**src/rtl/shape_pkg.sv**
```systemverilog
// ---------------------------------------------------------------------------
// shape_pkg
// Shared definitions for the shape renderer: shape codes, FSM state
// encoding, default screen size, coordinate widths and the on-screen test
// used when clipping is enabled (SHAPE_RENDER_CLIP_EN, see shape_renderer).
// ---------------------------------------------------------------------------
package shape_pkg;

    // Widths of the external coordinate ports and of the size input
    localparam int X_W     = 9;
    localparam int Y_W     = 8;
    localparam int SIZE_W  = 8;

    // Internal coordinates are 11-bit signed so x0+2S and cx-py never overflow
    localparam int COORD_W = 11;

    // Midpoint decision variable needs one extra bit over the coordinates
    localparam int D_W     = 12;

    // Default visible screen
    localparam int DEF_SCREEN_W = 320;
    localparam int DEF_SCREEN_H = 240;

    typedef logic signed [COORD_W-1:0] coord_t;
    typedef logic signed [D_W-1:0]     dvar_t;

    typedef enum logic [1:0] {
        SHAPE_RECT = 2'd0,
        SHAPE_TRI  = 2'd1,
        SHAPE_CIRC = 2'd2,
        SHAPE_NONE = 2'd3
    } shape_e;

    typedef enum logic [1:0] {
        ST_IDLE  = 2'd0,
        ST_DRAW  = 2'd1,
        ST_CLOSE = 2'd2,
        ST_FIN   = 2'd3
    } state_e;

    // True when a signed pixel coordinate lands inside a w x h screen
    function automatic logic onScreen(input coord_t px, input coord_t py,
                                      input int w, input int h);
        return (px >= coord_t'(0)) && (px < coord_t'(w)) &&
               (py >= coord_t'(0)) && (py < coord_t'(h));
    endfunction

endpackage

```
**src/rtl/shape_circle_stepper.sv**
```systemverilog
// ---------------------------------------------------------------------------
// shape_circle_stepper
// Midpoint-circle walker. Holds px/py/d and the octant index 0..7 of the
// point currently presented. Each step moves to the next octant; after
// octant 7 the midpoint update runs and the octant wraps to 0. The "next"
// outputs show where the walker will be after a step, so the renderer can
// register the following pixel in the same cycle it accepts the current one.
// Ports:
//   clk, reset      clock, synchronous active-high reset
//   i_load          restart the walk with radius i_radius
//   i_radius        circle radius (loaded on i_load)
//   i_step          advance by one point
//   o_nextPx/Py     px/py after the next step
//   o_nextOct       octant index after the next step
//   o_last          the current point is the final point of the circle
// ---------------------------------------------------------------------------
module shape_circle_stepper
    import shape_pkg::*;
(
    input  logic              clk,
    input  logic              reset,
    input  logic              i_load,
    input  logic [SIZE_W-1:0] i_radius,
    input  logic              i_step,
    output coord_t            o_nextPx,
    output coord_t            o_nextPy,
    output logic [2:0]        o_nextOct,
    output logic              o_last
);

    coord_t     r_px;
    coord_t     r_py;
    dvar_t      r_d;
    logic [2:0] r_oct;

    coord_t     w_updPx;
    coord_t     w_updPy;
    dvar_t      w_updD;
    dvar_t      w_pxD;
    dvar_t      w_pyD;

    // Midpoint update that applies once all eight octant points are out
    always_comb begin
        w_pxD   = {r_px[COORD_W-1], r_px};
        w_pyD   = {r_py[COORD_W-1], r_py};
        w_updPx = r_px + coord_t'(1);
        w_updPy = r_py;
        w_updD  = r_d + (w_pxD <<< 1) + dvar_t'(3);
        if (!r_d[D_W-1]) begin
            w_updD  = r_d + ((w_pxD - w_pyD) <<< 1) + dvar_t'(5);
            w_updPy = r_py - coord_t'(1);
        end
    end

    // Walk position after one step: next octant, or the updated px/py
    always_comb begin
        o_nextPx  = r_px;
        o_nextPy  = r_py;
        o_nextOct = r_oct + 3'd1;
        if (r_oct == 3'd7) begin
            o_nextPx  = w_updPx;
            o_nextPy  = w_updPy;
            o_nextOct = 3'd0;
        end
        o_last = (r_oct == 3'd7) && (w_updPx > w_updPy);
    end

    // Walker registers; a load always wins over a step
    always_ff @(posedge clk) begin
        if (reset) begin
            r_px  <= '0;
            r_py  <= '0;
            r_d   <= '0;
            r_oct <= '0;
        end else if (i_load) begin
            r_px  <= '0;
            r_py  <= coord_t'({3'b000, i_radius});
            r_d   <= dvar_t'(1) - dvar_t'({4'b0000, i_radius});
            r_oct <= '0;
        end else if (i_step) begin
            r_px  <= o_nextPx;
            r_py  <= o_nextPy;
            r_oct <= o_nextOct;
            if (r_oct == 3'd7) begin
                r_d <= w_updD;
            end
        end
    end

endmodule

```
**src/rtl/shape_renderer.sv**
```systemverilog
// ---------------------------------------------------------------------------
// shape_renderer
// Turns a shape request (outline rectangle, isosceles triangle or circle)
// into a stream of (x, y) pixel writes with a plot/plot_ready handshake.
// The first pixel of each shape is re-emitted at the end to close it.
// Build option: define SHAPE_RENDER_CLIP_EN to skip off-screen pixels
// (one idle cycle with plot=0 each); otherwise every pixel is emitted with
// coordinates truncated to 9/8 bits.
// Ports:
//   clk, reset       clock, synchronous active-high reset
//   start            render request, accepted only when idle
//   shape_sel        0 rect, 1 triangle, 2 circle, 3 none
//   x0, y0, size     bounding-box origin and S, sampled at start
//   x, y, plot       pixel output, valid while plot=1
//   plot_ready       sink accepts the pixel this cycle
//   busy             render in progress
//   done             one-cycle completion pulse
// ---------------------------------------------------------------------------
module shape_renderer
    import shape_pkg::*;
#(
    parameter int SCREEN_W = DEF_SCREEN_W,
    parameter int SCREEN_H = DEF_SCREEN_H
) (
    input  logic              clk,
    input  logic              reset,
    input  logic              start,
    input  logic [1:0]        shape_sel,
    input  logic [X_W-1:0]    x0,
    input  logic [Y_W-1:0]    y0,
    input  logic [SIZE_W-1:0] size,
    output logic [X_W-1:0]    x,
    output logic [Y_W-1:0]    y,
    output logic              plot,
    input  logic              plot_ready,
    output logic              busy,
    output logic              done
);

`ifdef SHAPE_RENDER_CLIP_EN
    localparam bit CLIP_EN = 1'b1;
`else
    localparam bit CLIP_EN = 1'b0;
`endif

    state_e     r_state;
    state_e     w_stateNext;

    shape_e     r_shape;
    coord_t     r_x0;
    coord_t     r_y0;
    coord_t     r_s;
    logic [1:0] r_edge;
    coord_t     r_idx;
    coord_t     r_curX;
    coord_t     r_curY;
    coord_t     r_firstX;
    coord_t     r_firstY;
    logic       r_plotOk;

    logic       w_accept;
    logic       w_advance;
    logic       w_drawLast;
    logic       w_busy;
    logic       w_done;
    logic       w_plot;
    logic       w_step;

    coord_t     w_inX0;
    coord_t     w_inY0;
    coord_t     w_inS;
    coord_t     w_startX;
    coord_t     w_startY;

    coord_t     w_edgeLen;
    logic       w_edgeEnd;
    logic       w_lastEdge;
    logic [1:0] w_nEdge;
    coord_t     w_nIdx;
    coord_t     w_nextX;
    coord_t     w_nextY;
    coord_t     w_cx;
    coord_t     w_cy;

    coord_t     w_cirPx;
    coord_t     w_cirPy;
    logic [2:0] w_cirOct;
    logic       w_cirLast;

    shape_circle_stepper u_stepper (
        .clk       (clk),
        .reset     (reset),
        .i_load    (w_accept),
        .i_radius  (size),
        .i_step    (w_step),
        .o_nextPx  (w_cirPx),
        .o_nextPy  (w_cirPy),
        .o_nextOct (w_cirOct),
        .o_last    (w_cirLast)
    );

    // First pixel straight from the request: rect starts at its corner,
    // triangle (apex) and circle (top point) both start at (x0+S, y0)
    always_comb begin
        w_inX0   = coord_t'({2'b00, x0});
        w_inY0   = coord_t'({3'b000, y0});
        w_inS    = coord_t'({3'b000, size});
        w_startX = (shape_sel == SHAPE_RECT) ? w_inX0 : (w_inX0 + w_inS);
        w_startY = w_inY0;
    end

    // A presented pixel moves on when it transfers, or at once when it was
    // clipped away (r_plotOk low)
    always_comb begin
        w_accept  = (r_state == ST_IDLE) && start;
        w_advance = ((r_state == ST_DRAW) || (r_state == ST_CLOSE)) &&
                    (!r_plotOk || plot_ready);
        w_step    = w_advance && (r_state == ST_DRAW) && (r_shape == SHAPE_CIRC);
    end

    // Edge walk for rect/triangle: the triangle base is 2S long, every
    // other edge is S long
    always_comb begin
        w_edgeLen  = ((r_shape == SHAPE_TRI) && (r_edge == 2'd1)) ? (r_s <<< 1) : r_s;
        w_edgeEnd  = (r_idx == (w_edgeLen - coord_t'(1)));
        w_lastEdge = (r_shape == SHAPE_TRI) ? (r_edge == 2'd2) : (r_edge == 2'd3);
        w_nEdge    = w_edgeEnd ? (r_edge + 2'd1) : r_edge;
        w_nIdx     = w_edgeEnd ? coord_t'(0) : (r_idx + coord_t'(1));
        w_drawLast = (r_shape == SHAPE_CIRC) ? w_cirLast : (w_edgeEnd && w_lastEdge);
    end

    // Pixel that follows the one currently presented
    always_comb begin
        w_cx    = r_x0 + r_s;
        w_cy    = r_y0 + r_s;
        w_nextX = r_x0;
        w_nextY = r_y0;
        case (r_shape)
            SHAPE_RECT: begin
                case (w_nEdge)
                    2'd0:    begin w_nextX = r_x0 + w_nIdx;       w_nextY = r_y0;               end
                    2'd1:    begin w_nextX = r_x0 + r_s;          w_nextY = r_y0 + w_nIdx;      end
                    2'd2:    begin w_nextX = r_x0 + r_s - w_nIdx; w_nextY = r_y0 + r_s;         end
                    default: begin w_nextX = r_x0;                w_nextY = r_y0 + r_s - w_nIdx; end
                endcase
            end
            SHAPE_TRI: begin
                case (w_nEdge)
                    2'd0:    begin w_nextX = r_x0 + r_s + w_nIdx;          w_nextY = r_y0 + w_nIdx;       end
                    2'd1:    begin w_nextX = r_x0 + (r_s <<< 1) - w_nIdx;  w_nextY = r_y0 + r_s;          end
                    default: begin w_nextX = r_x0 + w_nIdx;                w_nextY = r_y0 + r_s - w_nIdx; end
                endcase
            end
            SHAPE_CIRC: begin
                case (w_cirOct)
                    3'd0:    begin w_nextX = w_cx + w_cirPx; w_nextY = w_cy - w_cirPy; end
                    3'd1:    begin w_nextX = w_cx + w_cirPy; w_nextY = w_cy - w_cirPx; end
                    3'd2:    begin w_nextX = w_cx + w_cirPy; w_nextY = w_cy + w_cirPx; end
                    3'd3:    begin w_nextX = w_cx + w_cirPx; w_nextY = w_cy + w_cirPy; end
                    3'd4:    begin w_nextX = w_cx - w_cirPx; w_nextY = w_cy + w_cirPy; end
                    3'd5:    begin w_nextX = w_cx - w_cirPy; w_nextY = w_cy + w_cirPx; end
                    3'd6:    begin w_nextX = w_cx - w_cirPy; w_nextY = w_cy - w_cirPx; end
                    default: begin w_nextX = w_cx - w_cirPx; w_nextY = w_cy - w_cirPy; end
                endcase
            end
            default: begin
                w_nextX = r_x0;
                w_nextY = r_y0;
            end
        endcase
    end

    // FSM state register
    always_ff @(posedge clk) begin
        if (reset) begin
            r_state <= ST_IDLE;
        end else begin
            r_state <= w_stateNext;
        end
    end

    // FSM next state and status decode; an empty request goes straight to FIN
    always_comb begin
        w_stateNext = r_state;
        w_busy      = 1'b0;
        w_done      = 1'b0;
        w_plot      = 1'b0;
        case (r_state)
            ST_IDLE: begin
                if (start) begin
                    if ((shape_sel == SHAPE_NONE) || (size == '0)) begin
                        w_stateNext = ST_FIN;
                    end else begin
                        w_stateNext = ST_DRAW;
                    end
                end
            end
            ST_DRAW: begin
                w_busy = 1'b1;
                w_plot = r_plotOk;
                if (w_advance && w_drawLast) begin
                    w_stateNext = ST_CLOSE;
                end
            end
            ST_CLOSE: begin
                w_busy = 1'b1;
                w_plot = r_plotOk;
                if (w_advance) begin
                    w_stateNext = ST_FIN;
                end
            end
            ST_FIN: begin
                w_done      = 1'b1;
                w_stateNext = ST_IDLE;
            end
            default: begin
                w_stateNext = ST_IDLE;
            end
        endcase
    end

    // Pixel datapath: load the request and its first pixel on accept, then
    // register the following pixel each time the current one moves on; the
    // last drawn pixel is followed by a copy of the first to close the shape
    always_ff @(posedge clk) begin
        if (reset) begin
            r_shape  <= SHAPE_RECT;
            r_x0     <= '0;
            r_y0     <= '0;
            r_s      <= '0;
            r_edge   <= '0;
            r_idx    <= '0;
            r_curX   <= '0;
            r_curY   <= '0;
            r_firstX <= '0;
            r_firstY <= '0;
            r_plotOk <= 1'b0;
        end else if (w_accept) begin
            r_shape  <= shape_e'(shape_sel);
            r_x0     <= w_inX0;
            r_y0     <= w_inY0;
            r_s      <= w_inS;
            r_edge   <= '0;
            r_idx    <= '0;
            r_curX   <= w_startX;
            r_curY   <= w_startY;
            r_firstX <= w_startX;
            r_firstY <= w_startY;
            r_plotOk <= !CLIP_EN || onScreen(w_startX, w_startY, SCREEN_W, SCREEN_H);
        end else if (w_advance && (r_state == ST_DRAW)) begin
            if (w_drawLast) begin
                r_curX   <= r_firstX;
                r_curY   <= r_firstY;
                r_plotOk <= !CLIP_EN || onScreen(r_firstX, r_firstY, SCREEN_W, SCREEN_H);
            end else begin
                r_edge   <= w_nEdge;
                r_idx    <= w_nIdx;
                r_curX   <= w_nextX;
                r_curY   <= w_nextY;
                r_plotOk <= !CLIP_EN || onScreen(w_nextX, w_nextY, SCREEN_W, SCREEN_H);
            end
        end
    end

    assign x    = r_curX[X_W-1:0];
    assign y    = r_curY[Y_W-1:0];
    assign plot = w_plot;
    assign busy = w_busy;
    assign done = w_done;

endmodule

```
**config.mk**
```make
export PLATFORM = sky130hd
export DESIGN_NAME = shape_renderer
export DESIGN_NICKNAME = d
export VERILOG_FILES = /design/src/rtl/shape_pkg.sv /design/src/rtl/shape_circle_stepper.sv /design/src/rtl/shape_renderer.sv
export SDC_FILE = /design/constraint.sdc
export NUM_CORES = 1
export LEC_CHECK = 0
export ABC_AREA = 1
export BUFFER_PORTS_ARGS = -buffer_cell sky130_fd_sc_hd__buf_2
export CAP_MARGIN = 15
export CORE_ASPECT_RATIO = 1.75
export CORE_MARGIN = 5
export CORE_UTILIZATION = 42
export DETAILED_ROUTE_END_ITERATION = 7
export GPL_ROUTABILITY_DRIVEN = 0
export MAX_ROUTING_LAYER = met4
export SLEW_MARGIN = 10
export SYNTH_ARGS = -nofsm -noshare
export SYNTH_HDL_FRONTEND = slang
export SYNTH_SLANG_ARGS = --single-unit
```
**constraint.sdc**
```tcl
create_clock -name clk -period 7.2 [get_ports clk]
set_input_delay 0.36 -clock clk [delete_from_list [all_inputs] [get_ports clk]]
set_output_delay 0.36 -clock clk [all_outputs]
set_load 0.03 [all_outputs]
```
==> flow_summary.yaml, run 1 <==
worst_setup_path:
  critical-path-slowest-cell: "fa_1"
  cp_common_cell: "nand2_1"
  critical_path.startpoint_type: "flip-flop"
  timing.rr.end: "r_curX[8]"
  cpPeakStageDelay_ns: 0.54
  critPathArrivalTime_ns: 5.84
  ff2ff_setup_slack_ns: 1.69
  timing.reg2reg.worst_path_depth: 36
  crit_path_max_fanout: 17
  crit_type: "reg2reg"
  worst-endpoint-required_ns: 7.53
  crit-reg2reg-launch: "r_edge[0]"
  setup.worst_path.end_class: "flip-flop"
yosys:
  ys_types: 52
  netlist_top_cells_area: "ha_1 16%, dfxtp_1 16%, nand2_1 13%"
  synth_compound_area_share_pct: 20.82
  postSynthNetCount: 2295
  synth_xor_xnor_area_share_pct: 6.184
  post_synth_fa_ha_maj_area_fraction_pct: 19.44
  synth.ff_latch_count: 106
  synth-async-reset-ratio_pct: 0
  synthSimpleGateAreaFrac_pct: 26.11
  synth_largest_type_area_fraction_pct: 16.24
  synth_flop_cell: "dfxtp_1"
  post_synth_inst_count: 2072
  synth_mux_area_share_pct: 0
  synth_enable_flop_cells: 0
  yosys_warnings: 0
  combinational_family_with_the_most_area_after_synthesis: "simple AND/OR/NAND/NOR gates"
  fraction_of_the_yosys_area_taken_by_sequential_cells_pct: 16.11
  syn-mean-instance-area_um2: 6.357
  syn_area_um2: 13170
  synth_area_leader_cell: "ha_1"
placement:
  post_dp_cell_area_um2: 13730
  detailedPlace.worstSlack_ns: 1.737
  port-buffer-count: 50
  place_hpwl_um: 39840
clocking:
  post_cts_buffers: 0
  holdBufCountCts: 0
  ctsRootBufferMaster: "clkbuf_16"
  maximum_number_of_buffers_from_clock_root_to_sink: 2
  cts_buffer_count: 9
  tritoncts_clock_tree: "done"
  htree_num_levels: 3
  clk_pin_slew_worst_paths_ns: 0.08
  clk-insertion-delay-late_ns: 0.39
  clkSinkCount: 106
  cts_resized: 0
finish:
  drive_above_1_share_pct: 5.787
  finish.net_count: 2309
  layout_utilization_pct: 45.44
  areaGrowthSynthToFinish_pct: 6.403
  fin_area_um2: 14010
sta:
  period_minus_slack_ns: 5.510
  timing.max_slew.rel_slack_pct: 30.42
  setup-tns-final_ns: 0
  timing.final.max_slew_violations: 0
  grt_setup_unrepaired: "false"
  worstMarginPinSlew_ns: 1.042
  final.setup_skew_ns: 0.009818
  timing_limited_maximum_frequency_mhz: 181.5
  hold_viol: 0
  final_number_of_setup_violating_endpoints: 0
  min_period_over_period_pct: 76.52
  fin_ws_ns: 1.690
floorplan:
  io-pin-count: 51
  floorplan.core_area_um2: 30840
  start_util_pct: 42.71
  row_count: 85
  die-height_um: 244.3
  dieWidth_um: 143.9
  die_area_um2: 35140
grt:
  total_congestion_overflow_after_global_routing: 0
  number_of_global_route_vias_before_repair: 13860
  antenna_found_initial: 1
  global_route_wire_length_before_repair_um: 75880
  groute.usage.overall_pct: 28.93
  grt_max_degree: 57
pwr:
  p_leak_nw: 7.093
  power.share.sequential_pct: 16.6
  power.ir.vdd_worst_v: 0.0002361
  power.switching_mw: 3.251
  power.share.clock_pct: 9.1
  power_report.internal_total_mw: 2.421
  total_power_per_unit_cell_area_nw_per_um2: 404.7
  p_sw_share_pct: 57.31
  pwr-share-comb_pct: 74.3
drt:
  number_of_nets_still_failing_antenna_checks_after_routing: 0
  vias_per_cell: 5.734
  final_routed_drc_violation_total: 0
  detail_route.iter0.violations: 1006
  router_iterations_before_antenna_repair: 6
  vias: 14240
  average_detailed_routed_wire_length_per_instance_um: 20.13
  wirelength_um: 49990
hold_path:
  min_delay_src: "y0[0]"
  holdCritPathClass: "in2reg"
  min_delay_path_depth: 3
  min_to: "r_firstY[0]"
job:
  timing.max_cap.violations: 0
outcome:
  status: "completed"
## metrics by stage
| stage | cells | hold slack (ns) | power [mW] |
|---|---|---|---|
| after detailed placement | 2466 | 0.4514 | 5.096 |
| final | 2483 | 0.2218 | 5.672 |
| after CTS | 2482 | 0.2058 | 5.638 |
| after global routing | 2483 | 0.2440 | 6.190 |
| after floorplan | 2072 | 0.4280 | 3.934 |
| after global placement | 2466 | 0.4414 | 5.056 |
## kinds of logic (layout without fill, tap and decap cells)
family / count (synthesis) / in the layout
compound gates: 492 / 492
xor+xnor: 93 / 93
fa+ha+maj: 192 / 192
buf+inv: 381 / 400
flops: 106 / 106
other cells: 0 / 1
simple gates: 808 / 808
## power groups by stage
stage	registers (mW)	clock network [mW]	logic, mW
2_1_floorplan	0.945	0	2.99
3_3_place_gp	0.942	0	4.11
3_5_place_dp	0.943	0	4.15
4_1_cts	0.933	0.526	4.18
5_1_grt	0.952	0.545	4.69
6_report	0.940	0.518	4.21
## metal layers
layer | part of all wire, % | vias to the layer above | track usage, %
met5 | 0 | - | -
met4 | 9.2 | 0 | 21.65
met3 | 5.0 | 237 | 3.362
met2 | 52 | 575 | 51.89
met1 | 34 | 6570 | 27.67
li1 | - | 6856 | -
## Yosys cell counts (3+ instances only)
library cell	n
a211oi_1	7
a21o_1	8
a21oi_1	189
a31oi_1	20
and2_1	5
buf_1	3
buf_2	9
buf_4	5
buf_6	4
clkbuf_1	38
clkinv_1	3
dfxtp_1	106
fa_1	21
ha_1	171
inv_1	314
inv_2	4
nand2_1	441
nand2_2	9
nand3_1	121
nand3b_1	6
nand4_1	29
nor2_1	165
nor2_2	5
nor2_4	5
nor3_1	12
o2111ai_1	4
o211ai_1	18
o211ai_2	3
o21ai_0	189
o21ai_1	4
o21bai_1	15
o221ai_1	3
o22ai_1	10
o31ai_1	4
or2_2	6
xnor2_1	34
xor2_1	59
## cell usage in the layout (no fill, tap or decap), types with 6 or more instances in the layout
master | Yosys | layout
xor2_1 | 59 | 59
o21bai_1 | 15 | 15
nor3_1 | 12 | 12
ha_1 | 171 | 171
nand2_2 | 9 | 10
dfxtp_1 | 106 | 106
o21ai_0 | 189 | 189
nor2_1 | 165 | 163
nand4_1 | 29 | 29
clkbuf_16 | 0 | 9
a211oi_1 | 7 | 7
o211ai_1 | 18 | 18
or2_2 | 6 | 6
buf_4 | 5 | 12
nand3_1 | 121 | 121
nand3b_1 | 6 | 6
nor2_2 | 5 | 7
buf_2 | 9 | 50
a31oi_1 | 20 | 20
nand2_1 | 441 | 440
a21oi_1 | 189 | 189
fa_1 | 21 | 21
o22ai_1 | 10 | 10
inv_1 | 314 | 314
xnor2_1 | 34 | 34
a21o_1 | 8 | 8
## registers in the layout (all words and copies together) (netlist names), 3 cells and up
name,count
r_curX,9
r_curY,8
r_firstX,9
r_firstY,8
r_idx,11
r_s,8
r_x0,9
u_stepper.r_d,12
u_stepper.r_oct,3
u_stepper.r_px,11
u_stepper.r_py,11
## final cells by class
class | count | area (um^2)
clock buffer | 9 | 225.2
fill | 3285 | 16830
tap | 391 | 489.2
antenna | 1 | 2.502
timing repair buffer | 62 | 340.3
clock inverter | 7 | 60.06
multi-input combinational | 1585 | 9564
inverter | 322 | 1211
sequential | 106 | 2122
## critical path, delay by kind of cell (launching register included)
kind                       cells  cell delay [ns]
adders and majority gates      4             1.46
and+or+nand+nor               21             2.13
AOI/OAI and AO/OA              5             0.81
xor gates and xnor gates       1             0.12
buffers and inverters          5             0.50
DFF                            1             0.41
## how the worst max path moves through the flow
stage                          from   endpoint  slack, ns
after CTS                 r_edge[0]  r_curX[8]       1.73
after floorplan           r_edge[1]  r_curX[8]       2.36
after detailed placement  r_edge[0]  r_curX[8]       1.74
final                     r_edge[0]  r_curX[8]       1.69
after global routing      r_edge[1]  r_curX[8]       1.06
after global placement    r_edge[0]  r_curX[8]       1.90
No activity file was read; power rests on OpenSTA's default activity.
==> inputs of run 2 (changes only) <==
- clock period: 7.2 -> 5.3 ns (I/O delays scaled with it)
==> run 2 against run 1 <==
  * Critical path depth decreased by 10
  * Power increased by 38%
  * Non-clock buffer count increased by 37
  * Critical endpoint unchanged
  * Worst setup slack got worse by 1.4 ns
  * Routed wire length decreased by 0.69%
  * Flip-flop and latch count unchanged
  * Count of clock-buffer cells in the layout increased by 2
  * Largest power group unchanged
==> flow_summary.yaml, run 2 (synthesized netlist as in run 1, its figures left out) <==
outcome:
  status: "completed"
worst_setup_path:
  timing.rr.end: "r_curX[8]"
  crit_type: "reg2reg"
  critPathArrivalTime_ns: 5.23
  setup.worst_path.end_class: "flip-flop"
  crit-reg2reg-launch: "u_stepper.r_px[1]"
  critical_path.startpoint_type: "flip-flop"
  worst-endpoint-required_ns: 5.56
  ff2ff_setup_slack_ns: 0.33
  timing.reg2reg.worst_path_depth: 26
  crit_path_max_fanout: 8
finish:
  finish.net_count: 2346
  fin_area_um2: 14310
  multi_input_area_um2: 9588
  regArea_um2: 2123
  leading_cell_type_in_the_layout_fill_and_taps_excluded: "nand2_1"
  areaGrowthSynthToFinish_pct: 8.664
  fillers: 3348
  drive_above_1_share_pct: 7.566
  registers.top_by_ff_count: "u_stepper.r_d"
  highest_count_cells_in_the_layout_ignoring_fill_and_taps: "439 x nand2_1, 313 x inv_1, 188 x o21ai_0"
  largest_register_ffs: 12
  num_antenna_cells: 0
floorplan:
  die_area_um2: 35140
  io-pin-count: 51
  dieWidth_um: 143.9
  floorplan.core_area_um2: 30840
  die-height_um: 244.3
  row_count: 85
  start_util_pct: 42.71
clocking:
  clkSinkCount: 106
  cts_buffer_count: 9
  htree_num_levels: 3
  tritoncts_clock_tree: "done"
  maximum_number_of_buffers_from_clock_root_to_sink: 2
  clk_pin_slew_worst_paths_ns: 0.08
  ctsRootBufferMaster: "clkbuf_16"
  clk-insertion-delay-late_ns: 0.38
drt:
  vias_per_cell: 5.678
  wirelength_um: 49650
  final_routed_drc_violation_total: 0
  vias: 14300
  router_iterations_before_antenna_repair: 6
  number_of_nets_still_failing_antenna_checks_after_routing: 0
  average_detailed_routed_wire_length_per_instance_um: 19.71
  detail_route.iter0.violations: 949
sta:
  worstMarginPinSlew_ns: 1.105
  hold_viol: 0
  final_number_of_setup_violating_endpoints: 0
  min_period_over_period_pct: 93.80
  timing.max_slew.rel_slack_pct: 26.25
  timing.final.max_slew_violations: 0
  timing_limited_maximum_frequency_mhz: 201.2
  period_minus_slack_ns: 4.971
  final.setup_skew_ns: 0.01075
  whs_ns: 0.1261
  setup-tns-final_ns: 0
hold_path:
  min_delay_path_depth: 3
  holdCritPathClass: "in2reg"
  min_to: "r_firstY[7]"
  min_delay_src: "y0[7]"
grt:
  number_of_global_route_vias_before_repair: 13910
  total_congestion_overflow_after_global_routing: 0
  global_route_wire_length_before_repair_um: 75760
  antenna_found_initial: 0
  groute.usage.overall_pct: 28.78
  grt_max_degree: 57
placement:
  place_hpwl_um: 40360
  post_dp_cell_area_um2: 13950
  port-buffer-count: 50
pwr:
  power.switching_mw: 4.433
  total_power_per_unit_cell_area_nw_per_um2: 545.2
  power.share.sequential_pct: 15.9
  p_leak_nw: 7.258
  p_sw_share_pct: 56.81
  power.share.clock_pct: 8.8
  power.ir.vdd_worst_v: 0.0003093
  pwr-share-comb_pct: 75.3
  post-layout-total-power_mw: 7.803
  power_report.internal_total_mw: 3.370
job:
  timing.max_cap.violations: 0
==> run 2: cell types whose count changed in the layout (fill, tap and decap cells not counted), sizes merged <==
cell / before / now
clkinv: 4 / 6
inv: 322 / 320
buf: 62 / 99
clkbuf: 9 / 11
diode: 1 / 0
clkinvlp: 3 / 1
==> run 2: timing repair <==
action | 4_1_cts | 5_1_grt
setup buffers | 0 | 7
resized for setup | 0 | 8
endpoints found under the setup margin | 0 | 6
hold buffers | 0 | 0
endpoints found under the hold margin | 0 | 0
==> run 2: stage by stage <==
step,std cells,worst slack [ns],util [%]
floorplan,2072,0.4602,-
global placement,2496,0.3314,45.24
detailed placement,2496,0.2424,45.24
CTS,2512,0.2136,46.14
global route,2519,-0.009480,46.41
finish,2519,0.3288,46.41
==> run 2: cell type report <==
| type | instances | area share (%) |
|---|---|---|
| Multi-Input combinational cell | 1585 | 66.99 |
| Sequential cell | 106 | 14.84 |
| Inverter | 322 | 8.489 |
| Timing Repair Buffer | 99 | 4.319 |
| Tap cell | 391 | 3.418 |
| Clock buffer | 11 | 1.626 |
| Clock inverter | 5 | 0.3235 |
==> run 2: worst max path at each step <==
stage               cells after the start         to              start
floorplan                              40  r_curX[8]          r_edge[1]
global placement                       30  r_curX[6]          r_edge[0]
detailed placement                     31  r_curX[8]          r_edge[0]
CTS                                    29  r_curX[8]          r_edge[0]
global route                           38  r_curX[8]          r_edge[1]
finish                                 26  r_curX[8]  u_stepper.r_px[1]
==> run 2: metal layers <==
| metal | wire [um] | up-vias | track usage (%) |
|---|---|---|---|
| met5 | 0 | - | - |
| met4 | 4356 | 0 | 21.34 |
| met3 | 2341 | 221 | 3.440 |
| met2 | 25740 | 488 | 50.52 |
| met1 | 17210 | 6671 | 28.54 |
| li1 | - | 6922 | - |
==> run 2: worst max-delay path: stages (launching register included) <==
cell and delay (ns):
dfxtp_1 0.58, ha_1 0.32, or2_2 0.30, o21a_1 0.14, inv_1 0.11, ha_1 0.15
inv_1 0.04, or2_2 0.31, nor2_1 0.27, nand3_1 0.14, xor2_1 0.16, inv_1 0.07
nand2_1 0.05, o2111ai_1 0.07, o21ai_0 0.37, ha_1 0.48, nand4_1 0.11, o221ai_1 0.14
or2_2 0.32, nand2_1 0.13, nand4_1 0.11, nand3_1 0.14, nand2_1 0.07, inv_1 0.07
nand3_1 0.07, nand2_1 0.06, a21oi_1 0.06
==> run 2: power groups by stage <==
stage	sequential [mW]	combinational, mW	clock (mW)
after floorplan	1.28	4.06	0
after global placement	1.24	5.68	0
after detailed placement	1.24	5.75	0
after CTS	1.23	5.78	0.695
after global routing	1.26	6.56	0.725
final	1.24	5.88	0.688
